===== config.mk =====
export PLATFORM = sky130hd
export DESIGN_NAME = ifetch_unit
export DESIGN_NICKNAME = d
export VERILOG_FILES = /design/src/rtl/mips_pkg.sv /design/src/rtl/pc_reg.sv /design/src/rtl/ifetch_unit.sv
export SDC_FILE = /design/constraint.sdc
export NUM_CORES = 1
export LEC_CHECK = 0
export ABC_AREA = 1
export CAP_MARGIN = 25
export CORE_MARGIN = 1.5
export CORE_UTILIZATION = 40
export CTS_BUF_LIST = sky130_fd_sc_hd__clkbuf_16
export DETAILED_ROUTE_END_ITERATION = 12
export GPL_TIMING_DRIVEN = 0
export PLACE_DENSITY = 0.75
export SYNTH_ARGS = -nofsm -noshare
export SYNTH_HDL_FRONTEND = slang
export SYNTH_SLANG_ARGS = --single-unit

===== constraint.sdc =====
create_clock -name clk -period 1.78 [get_ports clk]
set_input_delay 0.356 -clock clk [delete_from_list [all_inputs] [get_ports clk]]
set_output_delay 0.356 -clock clk [all_outputs]
set_load 0.05 [all_outputs]

===== src/rtl/mips_pkg.sv =====
// Shared types and constants for the multicycle MIPS core.
// Holds the fetch FSM encoding, PC load selects and PC defaults.
package mips_pkg;

    typedef enum logic [1:0] {
        ST_IDLE  = 2'd0,
        ST_REQ   = 2'd1,
        ST_WRITE = 2'd2
    } fetch_state_t;

    typedef enum logic [1:0] {
        PC_HOLD = 2'd0,
        PC_INC  = 2'd1,
        PC_LOAD = 2'd2
    } pc_sel_t;

    localparam logic [31:0] PC_INCR          = 32'd4;
    localparam logic [31:0] DEFAULT_RESET_PC = 32'h0000_0000;

endpackage


===== src/rtl/pc_reg.sv =====
// Program counter register with hold / increment / load selection.
// pc_plus4 is the combinational successor address, wrapping modulo 2^32.
module pc_reg
    import mips_pkg::*;
#(
    parameter logic [31:0] RESET_PC = DEFAULT_RESET_PC
) (
    input  logic          clk,
    input  logic          rst_n,
    input  pc_sel_t       sel,
    input  logic [31:0]   target,
    output logic [31:0]   pc,
    output logic [31:0]   pc_plus4
);

    assign pc_plus4 = pc + PC_INCR;

    always_ff @(posedge clk) begin
        if (!rst_n) begin
            pc <= RESET_PC;
        end else begin
            unique case (sel)
                PC_INC:  pc <= pc_plus4;
                PC_LOAD: pc <= target;
                default: pc <= pc;
            endcase
        end
    end

endmodule


===== src/rtl/ifetch_unit.sv =====
// Instruction-fetch sequencer: reads the word at pc over a req/ack handshake,
// strobes it into the IR, then advances pc or applies a pending redirect.
module ifetch_unit
    import mips_pkg::*;
#(
    parameter logic [31:0] RESET_PC = DEFAULT_RESET_PC
) (
    input  logic        clk,
    input  logic        rst_n,
    input  logic        fetch_start,
    input  logic        redirect_valid,
    input  logic [31:0] redirect_pc,
    output logic        mem_req,
    output logic [31:0] mem_addr,
    input  logic        mem_ack,
    input  logic [31:0] mem_rdata,
    output logic        ir_we,
    output logic [31:0] ir_data,
    output logic [31:0] pc,
    output logic [31:0] pc_plus4,
    output logic        fetch_done,
    output logic        busy,
    output logic        misalign_err
);

    fetch_state_t state, state_nxt;
    pc_sel_t      pc_sel;
    logic [31:0]  pc_target;
    logic         pend_vld;
    logic [31:0]  pend_pc;
    logic         redirect_ok;
    logic         redirect_bad;

    assign redirect_ok  = redirect_valid && (redirect_pc[1:0] == 2'b00);
    assign redirect_bad = redirect_valid && (redirect_pc[1:0] != 2'b00);

    pc_reg #(.RESET_PC(RESET_PC)) u_pc_reg (
        .clk      (clk),
        .rst_n    (rst_n),
        .sel      (pc_sel),
        .target   (pc_target),
        .pc       (pc),
        .pc_plus4 (pc_plus4)
    );

    assign mem_addr = pc;
    assign busy     = (state != ST_IDLE);

    always_ff @(posedge clk) begin
        if (!rst_n) begin
            state <= ST_IDLE;
        end else begin
            state <= state_nxt;
        end
    end

    always_comb begin
        state_nxt  = state;
        pc_sel     = PC_HOLD;
        pc_target  = redirect_pc;
        mem_req    = 1'b0;
        ir_we      = 1'b0;
        fetch_done = 1'b0;
        unique case (state)
            ST_IDLE: begin
                if (redirect_ok) begin
                    pc_sel = PC_LOAD;
                end
                if (fetch_start) begin
                    state_nxt = ST_REQ;
                end
            end
            ST_REQ: begin
                mem_req = 1'b1;
                if (mem_ack) begin
                    state_nxt = ST_WRITE;
                end
            end
            ST_WRITE: begin
                ir_we      = 1'b1;
                fetch_done = 1'b1;
                state_nxt  = ST_IDLE;
                // A redirect arriving in this very cycle is the latest one and wins.
                if (redirect_ok) begin
                    pc_sel = PC_LOAD;
                end else if (pend_vld) begin
                    pc_sel    = PC_LOAD;
                    pc_target = pend_pc;
                end else begin
                    pc_sel = PC_INC;
                end
            end
            default: begin
                state_nxt = ST_IDLE;
            end
        endcase
    end

    always_ff @(posedge clk) begin
        if (!rst_n) begin
            pend_vld <= 1'b0;
            pend_pc  <= '0;
        end else if (state == ST_WRITE) begin
            pend_vld <= 1'b0;
        end else if (state == ST_REQ && redirect_ok) begin
            pend_vld <= 1'b1;
            pend_pc  <= redirect_pc;
        end
    end

    always_ff @(posedge clk) begin
        if (!rst_n) begin
            ir_data <= '0;
        end else if (state == ST_REQ && mem_ack) begin
            ir_data <= mem_rdata;
        end
    end

    always_ff @(posedge clk) begin
        if (!rst_n) begin
            misalign_err <= 1'b0;
        end else if (redirect_bad) begin
            misalign_err <= 1'b1;
        end
    end

endmodule


==> metrics, run 1 <==
status=finished, violations left; violations in the final reports=negative setup slack; cell type with the highest aggregate area in the netlist=sky130_fd_sc_hd__dfxtp_1; post-placement cell area=0.00798 sq mm; Ports=202; Worst-Margin Slew=0.815 ns; area growth from synthesis to layout=71.5%; gate count of the mapped netlist=783; Net Count, Synth=around 860; Max-cap violations=0; signal arrival time at the worst endpoint=around 1.9 ns; aggregate global routing overflow=0; worst-case vdd ir drop=about 430 uV; worst slack, placed=-0.935 ns; Post-synth ARST share=0%; required time at the worst-slack endpoint=1.42 ns; number of antenna violations at the first check in global routing=0; portion of total power attributed to combinational logic=29.0%; highest net fanout along the worst path=5; RSZ-0062 raised after global routing=yes; worst stage delay on the critical path=0.38 ns; Top FF cell, synth=sky130_fd_sc_hd__dfxtp_1; number of buffers on the longest clock path=2; most instantiated library cell after synthesis=sky130_fd_sc_hd__nand2_1; Post-Layout Inst Area=slightly above 0.009 sq mm; commonest cells in the synthesized netlist=sky130_fd_sc_hd__nand2_1 (162), sky130_fd_sc_hd__dfxtp_1 (100), sky130_fd_sc_hd__a21oi_1 (93), sky130_fd_sc_hd__nor2_1 (87), sky130_fd_sc_hd__o21ai_0 (82); fraction of layout cells with a size suffix above 1=29.4%; CP endpoint kind=primary output; vias in the first global route=between 5000 and 6000; cell with the largest stage delay on the worst path=sky130_fd_sc_hd__dfxtp_4; number of storage elements in the synthesis netlist=100; post-route fraction of the period consumed by the critical path=125%; internal power component=between 0.003 and 0.004 W; post-synth cell types=32; Inst Count DP=between 1000 and 1500; number of buffers added on ports=200; sw frac=about a third; number of rows in the core area=41; portion of the post-synthesis area used by sequential elements=a little under two fifths; wire length reported by the detailed router=approximately 19 mm; number of buffers inserted during clock tree synthesis=9; total power of the final layout=0.00587 W; kind of critical path=reg -> out; static leakage=4.05 nW; detailed placer's ending HPWL=roughly 13 mm; class of the worst hold path=in -> reg; cell chain of the critical path=buf_6, clkinvlp_4, nor2_4, buf_6, nand2_8, nor2_4, nand3b_1, nand2_4, buf_8; register share of total power=a little over two fifths; setup tns final=-9.58 ns; slack of the critical path=-0.446 ns; insertion delay to the later sink of the worst-skew pair=0.35 ns; count of warnings emitted by yosys=0; initial core utilization=41.3%; ratio of routed vias to standard cells=roughly 5; total routing resource utilization after global routing=26.6%; startpoint kind of the worst setup timing path=register; number of hold violations in the final report=0; largest net degree at the start of global routing=14; placer's final routability congestion estimate=0.864; detailed router's first-iteration violation count=between 400 and 500; number of enable-type register cells in the synthesized netlist=0; netlist area before placement=approximately 0.0053 sq mm; area fraction of the dominant cell type after synthesis=37.9%; vertical extent of the die=118 um; max-slew headroom at the worst pin=between 40% and 50%; maximum clock frequency=0.449 GHz; shortest clock period the worst path allows after layout=2.23 ns; number of remaining DRC errors=0; cell chosen for the clock root=sky130_fd_sc_hd__clkbuf_16; sink count of the clock tree=100; htree depth=3; via count=6150; final setup skew=0.00572 ns; power share of the clock group=29.4%; # hold bufs at CTS=0; overall die width=118 um; Area contributors post-synth=sky130_fd_sc_hd__dfxtp_1 (38%), sky130_fd_sc_hd__nand2_1 (12%), sky130_fd_sc_hd__a21oi_1 (8.8%), sky130_fd_sc_hd__o21ai_0 (7.8%), sky130_fd_sc_hd__nor2_1 (6.2%); global-route wire length before repair=29.8 mm; NetSw=0.00201 W; die footprint=0.0139 sq mm; mean instance size in the synthesized netlist=6.74 sq um; Floorplan Core Area=roughly 0.013 sq mm; number of nets at the end of the flow=roughly 1100; Reg clk slew, reported paths=0.07 ns; antenna violation net count after detailed routing=0; setup violation total in the final timing report=27; count of TritonRoute iterations in the first routing pass=5; CTS tree=built; Inserted Diodes=0; average wire per standard cell=15.5 um; Finished Layout Cells=1222; number of slew-limit violations in the final report=0; Pwr Density=648 mW/mm^2
placed cells by master, fill, tap and decap left out, drive strengths merged:
cell type      count
a211oi             1
a21oi             96
a31oi              3
and2               3
buf              132
clkbuf            47
clkdlybuf4s15     16
clkdlybuf4s50     64
clkinv             4
clkinvlp           2
dfxtp            100
dlygate4sd2       82
dlymetal6s2s       1
ha                 3
inv               58
nand2            167
nand3             54
nand3b             8
nand4              1
nor2              99
nor3               2
o211ai             2
o21ai             86
o22ai              2
or2                2
xnor2              1
xor2              14
power groups by stage:
stage | clock, W | sequential, W | combinational [W]
4_1_cts | 0.00174 | 0.00244 | 0.00165
3_5_place_dp | 0 | 0.00250 | 0.00162
2_1_floorplan | 0 | 0.00272 | 0.000789
5_1_grt | 0.00183 | 0.00246 | 0.00180
3_3_place_gp | 0 | 0.00250 | 0.00161
6_report | 0.00173 | 0.00244 | 0.00170
what timing repair did:
action / 4_1_cts / 5_1_grt
gates resized for setup: 424 / 78
setup endpoints to repair: 165 / 97
cloned: 0 / 1
pin swaps: 32 / 29
setup buffers: 27 / 29
final cells by class:
| type | count | area [sq um] |
|---|---|---|
| plain buffers | 77 | 563 |
| clock buffers | 9 | 225 |
| clock inverters | 3 | 11.3 |
| fillers | 1036 | 3720 |
| inverters | 61 | 259 |
| multi-input cells | 544 | 3260 |
| flip-flops and latches | 100 | 2080 |
| well taps | 172 | 215 |
| repair buffers | 256 | 2450 |
layer usage:
layer | wire length [um] | global-route usage, %
met2 | 9070 | 44.2
met4 | 578 | 12.4
met1 | 7710 | 31.4
met3 | 1620 | 7.95
met5 | 0 | 0
stage by stage:
stage | utilization (%) | hold WS, ns
floorplan | - | 0.419
global placement | 62.5 | 0.436
detailed placement | 62.5 | 0.442
CTS | 68.2 | 0.447
global route | 70.9 | 0.383
finish | 70.9 | 0.330
critical path, delay by kind of cell (launching register included):
family | cells | cell delay (ns)
buffers and inverters | 4 | 0.47
DFF | 1 | 0.38
and+or+nand+nor | 5 | 0.67
kinds of logic after synthesis:
group,synth area share (%)
xor+xnor,2.49
simple gates,27.5
fa+ha+maj,0.711
flops,37.9
compound gates,18.5
buf+inv,12.9
path summary, 6_finish.rpt:
kind	slack, ns	cells after the start	to	start
setup / recovery	-0.45	9	pc_plus4[31]	u_pc_reg.pc[2]
hold / removal	0.33	3	misalign_err	redirect_valid
setup reg to reg	0.01	11	u_pc_reg.pc[15]	u_pc_reg.pc[2]
hold reg to reg	0.45	2	misalign_err	misalign_err
Note: power is estimated with default switching activity, not from simulation.
==> run 2: changes to the inputs <==
Settings changed: PLACE_DENSITY 0.75 to 0.77.
==> run 2 against run 1 <==
  * Count of clock-buffer cells in the layout unchanged
  * The run still ends with negative setup slack left
  * Critical path type unchanged
  * Highest routed layer unchanged
  * Final area up 2.9%
  * Clock skew up 0.0042 ns
  * Routed wire length up 9.6%
  * Critical endpoint unchanged
  * Critical path depth down 2
  * Global-route usage up 0.40 points
==> metrics, run 2 (synthesis results as in run 1) <==
largest net degree at the start of global routing=17; shortest clock period the worst path allows after layout=about 2.3 ns; post-placement cell area=0.00798 sq mm; initial core utilization=41.3%; number of buffers on the longest clock path=2; RSZ-0062 raised after global routing=yes; die footprint=0.0139 sq mm; setup violation total in the final timing report=34; CTS tree=built; post-route fraction of the period consumed by the critical path=128%; violations in the final reports=negative setup slack; htree depth=3; aggregate global routing overflow=0; Reg clk slew, reported paths=approximately 0.08 ns; average wire per standard cell=between 15 and 20 um; number of nets at the end of the flow=between 1000 and 1500; number of buffers added on ports=200; global-route wire length before repair=30.4 mm; sink count of the clock tree=100; wire length reported by the detailed router=20.8 mm; number of rows in the core area=41; vertical extent of the die=roughly 120 um; via count=6451; number of remaining DRC errors=0; final setup skew=0.00990 ns; filler cell count in the final layout=around 1000; highest net fanout along the worst path=6; fraction of layout cells with a size suffix above 1=32.2%; startpoint kind of the worst setup timing path=register; detailed placer's ending HPWL=between 10 and 15 mm; Pwr Density=682 mW/mm^2; insertion delay to the later sink of the worst-skew pair=0.35 ns; commonest cells after routing, fill and taps aside=sky130_fd_sc_hd__nand2_1 (121), sky130_fd_sc_hd__buf_4 (92), sky130_fd_sc_hd__a21oi_1 (85), sky130_fd_sc_hd__dlygate4sd2_1 (75), sky130_fd_sc_hd__nor2_1 (72); number of hold violations in the final report=0; placer's final routability congestion estimate=slightly below 0.9; Floorplan Core Area=0.0128 sq mm; Ports=approximately 200; total routing resource utilization after global routing=between 20 and 30%; cell chain of the critical path=nand2_1, nor2_1, nand2_1, nor2_1, nand3b_1, nand2_4, buf_8; max-slew headroom at the worst pin=50.2%; maximum clock frequency=0.438 GHz; worst-case vdd ir drop=roughly 470 uV; antenna violation net count after detailed routing=0; status=finished, violations left; required time at the worst-slack endpoint=1.42 ns; Inserted Diodes=0; signal arrival time at the worst endpoint=1.93 ns; cell chosen for the clock root=sky130_fd_sc_hd__clkbuf_16; vias in the first global route=6062; class of the worst hold path=in -> reg; Post-Layout Inst Area=0.00932 sq mm; cell with the largest stage delay on the worst path=sky130_fd_sc_hd__dfxtp_4; Max-cap violations=0; count of TritonRoute iterations in the first routing pass=7; most common library cell in the layout ignoring fill and taps=sky130_fd_sc_hd__nand2_1; ratio of routed vias to standard cells=5.22; static leakage=4.15 nW; Worst-Margin Slew=0.748 ns; slack of the critical path=-0.504 ns; Finished Layout Cells=between 1000 and 1500; worst stage delay on the critical path=between 0.4 and 0.5 ns; number of antenna violations at the first check in global routing=0; overall die width=118 um; number of buffers inserted during clock tree synthesis=9; area growth from synthesis to layout=76.5%; number of slew-limit violations in the final report=0; detailed router's first-iteration violation count=around 520; Inst Count DP=1155; CP endpoint kind=primary output; kind of critical path=reg -> out; Fin Hold WS=0.359 ns
## run 2: power by group
group | switching, W | leakage (nW) | internal (W) | total, W
logic | 0.00110 | 3.17 | 0.000691 | 0.00179
clock network | 0.000890 | 0.153 | 0.00123 | 0.00212
registers | 0.000125 | 0.829 | 0.00233 | 0.00245
## run 2: critical path, delay by kind of cell (launching register included)
| kind | cells | cell delay (ns) |
|---|---|---|
| flip-flops | 1 | 0.43 |
| AND/OR/NAND/NOR | 6 | 1.00 |
| buffers and inverters | 1 | 0.14 |
## run 2: timing repair
item | in CTS | in global routing
buffers inserted | 42 | 31
gates cloned | 0 | 3
pin swaps | 46 | 41
hold buffers | 0 | 0
resized for setup | 436 | 103
endpoints found under the setup margin | 166 | 92
## run 2: path summary, 6_finish.rpt
check | from | endpoint | slack, ns | cells past startpoint
setup / recovery | u_pc_reg.pc[19] | pc_plus4[31] | -0.50 | 7
hold / removal | redirect_valid | misalign_err | 0.36 | 3
setup reg to reg | u_pc_reg.pc[19] | u_pc_reg.pc[31] | -0.08 | 9
hold reg to reg | misalign_err | misalign_err | 0.45 | 2
## run 2: stage by stage
stage	setup slack, ns	utilization (%)	setup TNS [ns]	power (W)
after floorplan	-0.310	-	-8.53	0.00351
after global placement	-0.911	62.5	-46.19	0.00411
after detailed placement	-0.962	62.5	-50.41	0.00412
after CTS	-0.526	69.6	-9.81	0.00624
after global routing	-0.549	73.0	-12.22	0.00656
final	-0.504	73.0	-10.69	0.00636
## run 2: area by class of cell
type | count | area [sq um] | share of cell area [%]
multi-input combinational | 544 | 3320 | 35.6
timing repair buffer | 266 | 2570 | 27.6
sequential | 100 | 2080 | 22.3
buffer | 77 | 558 | 5.99
inverter | 61 | 253 | 2.71
clock buffer | 9 | 225 | 2.42
tap | 172 | 215 | 2.31
clock inverter | 7 | 92.6 | 0.993
timing repair inverter | 1 | 8.76 | 0.0940
## run 2: layer usage
| layer | global-route usage, % | vias to the layer above | part of all wire (%) | routed length (um) |
|---|---|---|---|---|
| li1 | - | 3054 | - | - |
| met1 | 32.6 | 2943 | 39 | 8020 |
| met2 | 46.1 | 382 | 49 | 10100 |
| met3 | 6.15 | 72 | 9.0 | 1880 |
| met4 | 11.2 | 0 | 3.7 | 761 |
| met5 | 0 | - | 0 | 0 |
